===== src/rtl/hazard_ctrl.sv =====
// ============================================================================
// hazard_ctrl
// ----------------------------------------------------------------------------
// Hazard and forwarding controller for the 5-stage IF/ID/EX/MEM/WB integer
// pipeline. A small shadow pipeline tracks destination-register information
// for the instructions in EX and MEM. From it the block:
//   - detects load-use hazards and stalls IF/ID for one cycle,
//   - flushes the younger stages when EX redirects fetch,
//   - produces registered forwarding selects for both ALU operands of the
//     instruction that is about to enter EX.
//
// Optional feature (compile-time macro HAZARD_PERF_CNT_EN):
//   When defined, the CNT_W parameter and the stall_cnt / flush_cnt
//   performance counter ports exist. When undefined they are absent.
//
// Parameters:
//   REG_ADDR_W  register address width; register 0 is hardwired zero
//   CNT_W       performance counter width (HAZARD_PERF_CNT_EN only)
//
// Ports:
//   clk            pipeline clock, all state on rising edge
//   rst            synchronous active-high reset
//   id_valid       ID stage holds a real instruction
//   id_rs1_addr    ID source register 1
//   id_rs2_addr    ID source register 2
//   id_rs1_used    ID instruction reads rs1
//   id_rs2_used    ID instruction reads rs2
//   id_rd_addr     ID destination register
//   id_reg_w_en    ID instruction writes rd
//   id_is_load     ID instruction is a load
//   ex_redirect    EX instruction redirects fetch this cycle
//   stall          hold PC and IF/ID register (combinational)
//   flush_if_id    load NOP into IF/ID (combinational)
//   bubble_id_ex   load NOP into ID/EX (combinational)
//   fwd_a_sel      EX operand 1 source: 0 regfile, 1 EX/MEM alu_out,
//                  2 MEM/WB write data (registered)
//   fwd_b_sel      EX operand 2 source, same encoding (registered)
//   stall_cnt      stall cycle count (HAZARD_PERF_CNT_EN only)
//   flush_cnt      redirect event count (HAZARD_PERF_CNT_EN only)
// ============================================================================
module hazard_ctrl #(
    parameter int REG_ADDR_W = 5
`ifdef HAZARD_PERF_CNT_EN
    ,
    parameter int CNT_W = 32
`endif
) (
    input  logic                  clk,
    input  logic                  rst,
    input  logic                  id_valid,
    input  logic [REG_ADDR_W-1:0] id_rs1_addr,
    input  logic [REG_ADDR_W-1:0] id_rs2_addr,
    input  logic                  id_rs1_used,
    input  logic                  id_rs2_used,
    input  logic [REG_ADDR_W-1:0] id_rd_addr,
    input  logic                  id_reg_w_en,
    input  logic                  id_is_load,
    input  logic                  ex_redirect,
    output logic                  stall,
    output logic                  flush_if_id,
    output logic                  bubble_id_ex,
    output logic [1:0]            fwd_a_sel,
    output logic [1:0]            fwd_b_sel
`ifdef HAZARD_PERF_CNT_EN
    ,
    output logic [CNT_W-1:0]      stall_cnt,
    output logic [CNT_W-1:0]      flush_cnt
`endif
);

    // Forwarding select encoding.
    localparam logic [1:0] SEL_REGFILE = 2'd0;
    localparam logic [1:0] SEL_EX_MEM  = 2'd1;
    localparam logic [1:0] SEL_MEM_WB  = 2'd2;

    // ------------------------------------------------------------------------
    // Shadow pipeline. Only the EX and MEM entries can influence any output:
    // the register file is write-through, so an instruction in WB never needs
    // a forward, and a load already in MEM is forwarded exactly like an ALU
    // result. The WB entry and the MEM load flag would therefore be dead
    // registers and are not kept.
    // ------------------------------------------------------------------------
    logic [REG_ADDR_W-1:0] ex_rd;
    logic                  ex_w;
    logic                  ex_load;
    logic [REG_ADDR_W-1:0] mem_rd;
    logic                  mem_w;

    // Combinational hazard and next-select signals.
    logic                  ex_hits_rs1;
    logic                  ex_hits_rs2;
    logic                  mem_hits_rs1;
    logic                  mem_hits_rs2;
    logic                  load_use_hz;
    logic [1:0]            fwd_a_next;
    logic [1:0]            fwd_b_next;

    // ------------------------------------------------------------------------
    // Register-match detection. A stage "writes r" only when it really writes
    // and r is not x0; reads of x0 therefore never match and never stall or
    // forward. Unused operands are masked out here so that a stale address
    // field in the instruction cannot create a false hazard.
    // ------------------------------------------------------------------------
    always_comb begin
        ex_hits_rs1  = 1'b0;
        ex_hits_rs2  = 1'b0;
        mem_hits_rs1 = 1'b0;
        mem_hits_rs2 = 1'b0;

        if (id_valid && id_rs1_used && (id_rs1_addr != '0)) begin
            ex_hits_rs1  = ex_w  && (ex_rd  == id_rs1_addr);
            mem_hits_rs1 = mem_w && (mem_rd == id_rs1_addr);
        end

        if (id_valid && id_rs2_used && (id_rs2_addr != '0)) begin
            ex_hits_rs2  = ex_w  && (ex_rd  == id_rs2_addr);
            mem_hits_rs2 = mem_w && (mem_rd == id_rs2_addr);
        end
    end

    // ------------------------------------------------------------------------
    // Load-use hazard and pipeline control. A load in EX only has its data at
    // the end of MEM, so a dependent instruction in ID must wait one cycle.
    // A redirect discards the ID instruction anyway, so it overrides the
    // stall: stalling on a squashed instruction would only waste a cycle.
    // ------------------------------------------------------------------------
    always_comb begin
        load_use_hz  = ex_load && (ex_hits_rs1 || ex_hits_rs2);
        stall        = load_use_hz && !ex_redirect;
        flush_if_id  = ex_redirect;
        bubble_id_ex = ex_redirect || stall;
    end

    // ------------------------------------------------------------------------
    // Next forwarding selects for the ID instruction. On the coming edge the
    // current EX entry moves to MEM (its result sits in EX/MEM) and the
    // current MEM entry moves to WB (its result sits in MEM/WB). The younger
    // producer wins. A load in EX is never a forwarding source: that case is
    // always a stall or a redirect, both of which bubble ID/EX.
    // ------------------------------------------------------------------------
    always_comb begin
        fwd_a_next = SEL_REGFILE;
        fwd_b_next = SEL_REGFILE;

        if (!bubble_id_ex) begin
            if (ex_hits_rs1 && !ex_load) begin
                fwd_a_next = SEL_EX_MEM;
            end else if (mem_hits_rs1) begin
                fwd_a_next = SEL_MEM_WB;
            end

            if (ex_hits_rs2 && !ex_load) begin
                fwd_b_next = SEL_EX_MEM;
            end else if (mem_hits_rs2) begin
                fwd_b_next = SEL_MEM_WB;
            end
        end
    end

    // ------------------------------------------------------------------------
    // Shadow pipeline advance and registered forwarding selects. The EX entry
    // takes the ID fields only when a real instruction actually enters EX;
    // a bubble clears the write and load flags. The destination address is
    // still captured on a bubble since it is meaningless without ex_w.
    // ------------------------------------------------------------------------
    always_ff @(posedge clk) begin
        if (rst) begin
            ex_rd     <= '0;
            ex_w      <= 1'b0;
            ex_load   <= 1'b0;
            mem_rd    <= '0;
            mem_w     <= 1'b0;
            fwd_a_sel <= SEL_REGFILE;
            fwd_b_sel <= SEL_REGFILE;
        end else begin
            mem_rd <= ex_rd;
            mem_w  <= ex_w;

            ex_rd <= id_rd_addr;
            if (id_valid && !bubble_id_ex) begin
                ex_w    <= id_reg_w_en;
                ex_load <= id_is_load;
            end else begin
                ex_w    <= 1'b0;
                ex_load <= 1'b0;
            end

            fwd_a_sel <= fwd_a_next;
            fwd_b_sel <= fwd_b_next;
        end
    end

`ifdef HAZARD_PERF_CNT_EN
    // ------------------------------------------------------------------------
    // Performance counters: one count per stalled cycle and one per redirect
    // cycle. They wrap naturally at 2^CNT_W.
    // ------------------------------------------------------------------------
    always_ff @(posedge clk) begin
        if (rst) begin
            stall_cnt <= '0;
            flush_cnt <= '0;
        end else begin
            if (stall) begin
                stall_cnt <= stall_cnt + 1'b1;
            end
            if (ex_redirect) begin
                flush_cnt <= flush_cnt + 1'b1;
            end
        end
    end
`endif

endmodule


===== config.mk =====
export PLATFORM = sky130hd
export DESIGN_NAME = hazard_ctrl
export DESIGN_NICKNAME = d
export VERILOG_FILES = /design/src/rtl/hazard_ctrl.sv
export SDC_FILE = /design/constraint.sdc
export NUM_CORES = 1
export LEC_CHECK = 0
export CAP_MARGIN = 40
export CORE_MARGIN = 2
export CORE_UTILIZATION = 38
export CTS_CLUSTER_SIZE = 12
export DETAILED_ROUTE_END_ITERATION = 10
export GPL_ROUTABILITY_DRIVEN = 0
export PLACE_DENSITY_LB_ADDON = 0.2
export RECOVER_POWER = 50
export SLEW_MARGIN = 20
export SYNTH_ARGS = -nofsm -noshare
export SYNTH_HDL_FRONTEND = slang
export SYNTH_SLANG_ARGS = --single-unit

===== constraint.sdc =====
create_clock -name clk -period 1.7 [get_ports clk]
set_input_delay 0.34 -clock clk [delete_from_list [all_inputs] [get_ports clk]]
set_output_delay 0.34 -clock clk [all_outputs]
set_load 0.05 [all_outputs]

==> summary.txt <==
STA
  • Final setup viols: 2
  • Period utilisation layout: 122%
  • Hold Vio Cnt, Final: 0
  • Tightest Pin Transition: 0.510 ns
  • Pins Over Slew Limit: 0
  • Fmax: 482 MHz
  • Unrepaired setup endpoints after global routing: yes
  • Max-Slew Margin vs Limit: 66.0%
  • Tmin final: 2.08 ns
  • Setup ws final: -0.376 ns
  • Clk_skew: 0.00454 ns

Drt
  • Residual DRC: 0
  • DR iter-0 viols: 13
  • Average wire per standard cell: 13.4 um
  • DRT Wirelength: 2060 um
  • DR pass1 iterations: 4
  • Vias after detailed routing: 714
  • Post-route antenna net violation count: 0
  • Via density: 4.64

Die
  • Floorplan Core Area: 0.00196 mm2
  • Full die area: 0.00246 mm2
  • I/O pin count: 30
  • Initial Util: 40.2%
  • Die Wd: 49.6 um
  • FP Rows: 16
  • Die height: 49.6 um

Synthesis
  • Synth Area per Inst: 10.7 um2
  • YS warnings: 0
  • Mapped Area: 790 um2
  • Sequential area share after synthesis: 43.1%
  • Cell count after synthesis: 74
  • Syn nets: 97
  • Unique masters post-synth: 19
  • Synth Register Bits: 17

Worst setup path
  • Worst setup EP type: output port
  • CP Data Arrival Time: 1.74 ns
  • Critical Path RT: 1.36 ns
  • Worst r2r path cells: 6
  • Worst R2R Start: ex_rd[3]
  • Critical-path maximum fanout: 4
  • Reg2Reg Setup Slack: 0.27 ns
  • CP Class: in -> out
  • Startpoint Class: input port
  • FF-to-FF End: fwd_a_sel[0]

CTS
  • CTS tree: done
  • CTS Buffer Depth: 2
  • Number of CTS-inserted buffers: 3
  • H-tree depth: 1
  • # clock sinks: 17
  • Worst skew pair latency: 0.29 ns
  • CTS Hold Bufs: 0
  • Clock-pin slew on the worst setup and hold paths: 0.10 ns
  • CTS root buf: clkbuf_4

Final layout
  • # fillers: 157
  • Syn-to-layout area delta: 73.1%
  • # diodes: 0
  • Nets: 151
  • Share of cells above drive strength 1: 44.1%
  • Area of the multi-input gates: 526 um2
  • Register area: 345 um2

Global route
  • First-pass GRT wire length: 3300 um
  • M2 GR Usage: 29.6%
  • Via count of the first global-routing pass: 737
  • Initial antenna violation count: 0
  • Largest net degree at the start of global routing: 12
  • Gr ovfl total: 0
  • GRT busiest layer: met2
  • Total track usage: 18.5%
  • Met3 usage: 4.85%
  • Met1 Use GR: 21.6%

Placement
  • IO Port Bufs: 29
  • Post-Place Worst Slack: -0.758 ns
  • DP Wirelength: 1520 um

Worst hold path
  • Hold_sp: id_rs1_addr[3]
  • Worst hold path depth: 5
  • HP Class: in -> reg
  • Hold EP: fwd_a_sel[1]

Power and ir drop
  • P per Cell Area: 611 mW/mm2
  • Leak Pwr: 0.577 nW
  • Pwr Total: 0.835 mW
  • Max rail drop VDD: 0.439 mV

Job
  • Max-cap violations: 0

Outcome
  • Violated checks: setup timing
  • Status: complete, but fails checks
## report_power, final
part | internal [mW] | switching [mW] | total [mW]
Clock | 0.0914 | 0.128 | 0.219
Sequential | 0.412 | 0.0144 | 0.426
Combinational | 0.113 | 0.0756 | 0.189
## registers in the layout, summed over array words and instances, names as in the netlist
| signal | flops |
|---|---|
| ex_rd | 5 |
| mem_rd | 5 |
| fwd_a_sel | 2 |
| ex_load | 1 |
| ex_w | 1 |
| fwd_b_sel | 2 |
| mem_w | 1 |
## worst max path at each step
stage,startpoint,to,slack (ns)
2_1_floorplan,id_rs1_addr[3],bubble_id_ex,-0.19
3_5_place_dp,id_rs1_addr[3],bubble_id_ex,-0.76
5_1_grt,id_rs1_addr[3],bubble_id_ex,-0.43
6_report,id_rs1_addr[3],bubble_id_ex,-0.38
4_1_cts,id_rs2_addr[4],bubble_id_ex,-0.38
3_3_place_gp,id_rs1_addr[3],bubble_id_ex,-0.74
## repair_timing
item	4_1_cts	5_1_grt
setup buffers	4	1
gates resized for setup	37	11
setup endpoints to repair	8	4
pin swaps	9	8
## synth_stat cells
master	count	area, um2
and3b_2	1	10.0
or4_1	2	15.0
o21ai_2	1	8.76
and3b_1	1	8.76
dfxtp_1	17	340
buf_4	1	7.51
nand2b_1	1	6.26
nand4_1	4	25.0
nor4_1	2	12.5
xor2_1	8	70.1
nor2b_1	11	68.8
nor2_1	2	7.51
nor3_2	2	20.0
clkbuf_1	1	3.75
o211ai_2	2	25.0
and4_1	2	17.5
xnor2_1	12	105
a2111oi_2	2	30.0
nand2_1	2	7.51
## routing by layer
metal | wire (um) | part of all wire (%) | vias up
met3 | 80 | 3.9 | 4
met2 | 1050 | 51 | 20
li1 | - | - | 362
met1 | 878 | 43 | 328
met5 | 0 | 0 | -
met4 | 54 | 2.6 | 0
## worst max-delay path, stage by stage
cell and delay [ns]:
buf_6 0.10, or4_4 0.53, o211ai_4 0.24, nor3_4 0.07, o21ai_4 0.23, nand2b_4 0.07
buf_8 0.15
## cell usage in the layout (no fill, tap or decap), drive strengths merged, types with 3 or more instances in the layout
cell and instances:
dlygate4sd2 3, dfxtp 17, xor2 8, clkbuf 6, buf 34, xnor2 12
clkdlybuf4s50 10, nor2b 11, nand4 4
## final cells by class
class                      count  share of cell area [%]
multi-input combinational     55                    38.5
timing repair buffer          51                    31.9
sequential                    17                    25.3
tap                           27                    2.47
clock buffer                   4                    1.92
## stage by stage
stage                     hold WS [ns]  setup TNS (ns)  util (%)  cells  area (um2)
after detailed placement         0.476           -4.19      64.5    145        1270
after global placement           0.467           -4.06      64.5    145        1270
after floorplan                  0.412          -0.338         -     74         831
after CTS                        0.492          -0.724      68.4    153        1340
after global routing             0.485          -0.854      69.6    154        1370
final                            0.483          -0.749      69.6    154        1370
## cell families (layout without fill, tap and decap cells)
kind of cell / count (synthesis) / in the layout / share of synthesized area (%)
flops: 17 / 17 / 43.1
simple gates: 30 / 30 / 25.2
buf+inv: 2 / 55 / 1.43
compound gates: 5 / 5 / 8.08
xor+xnor: 20 / 20 / 22.2
Note: power is estimated with default switching activity, not from simulation.
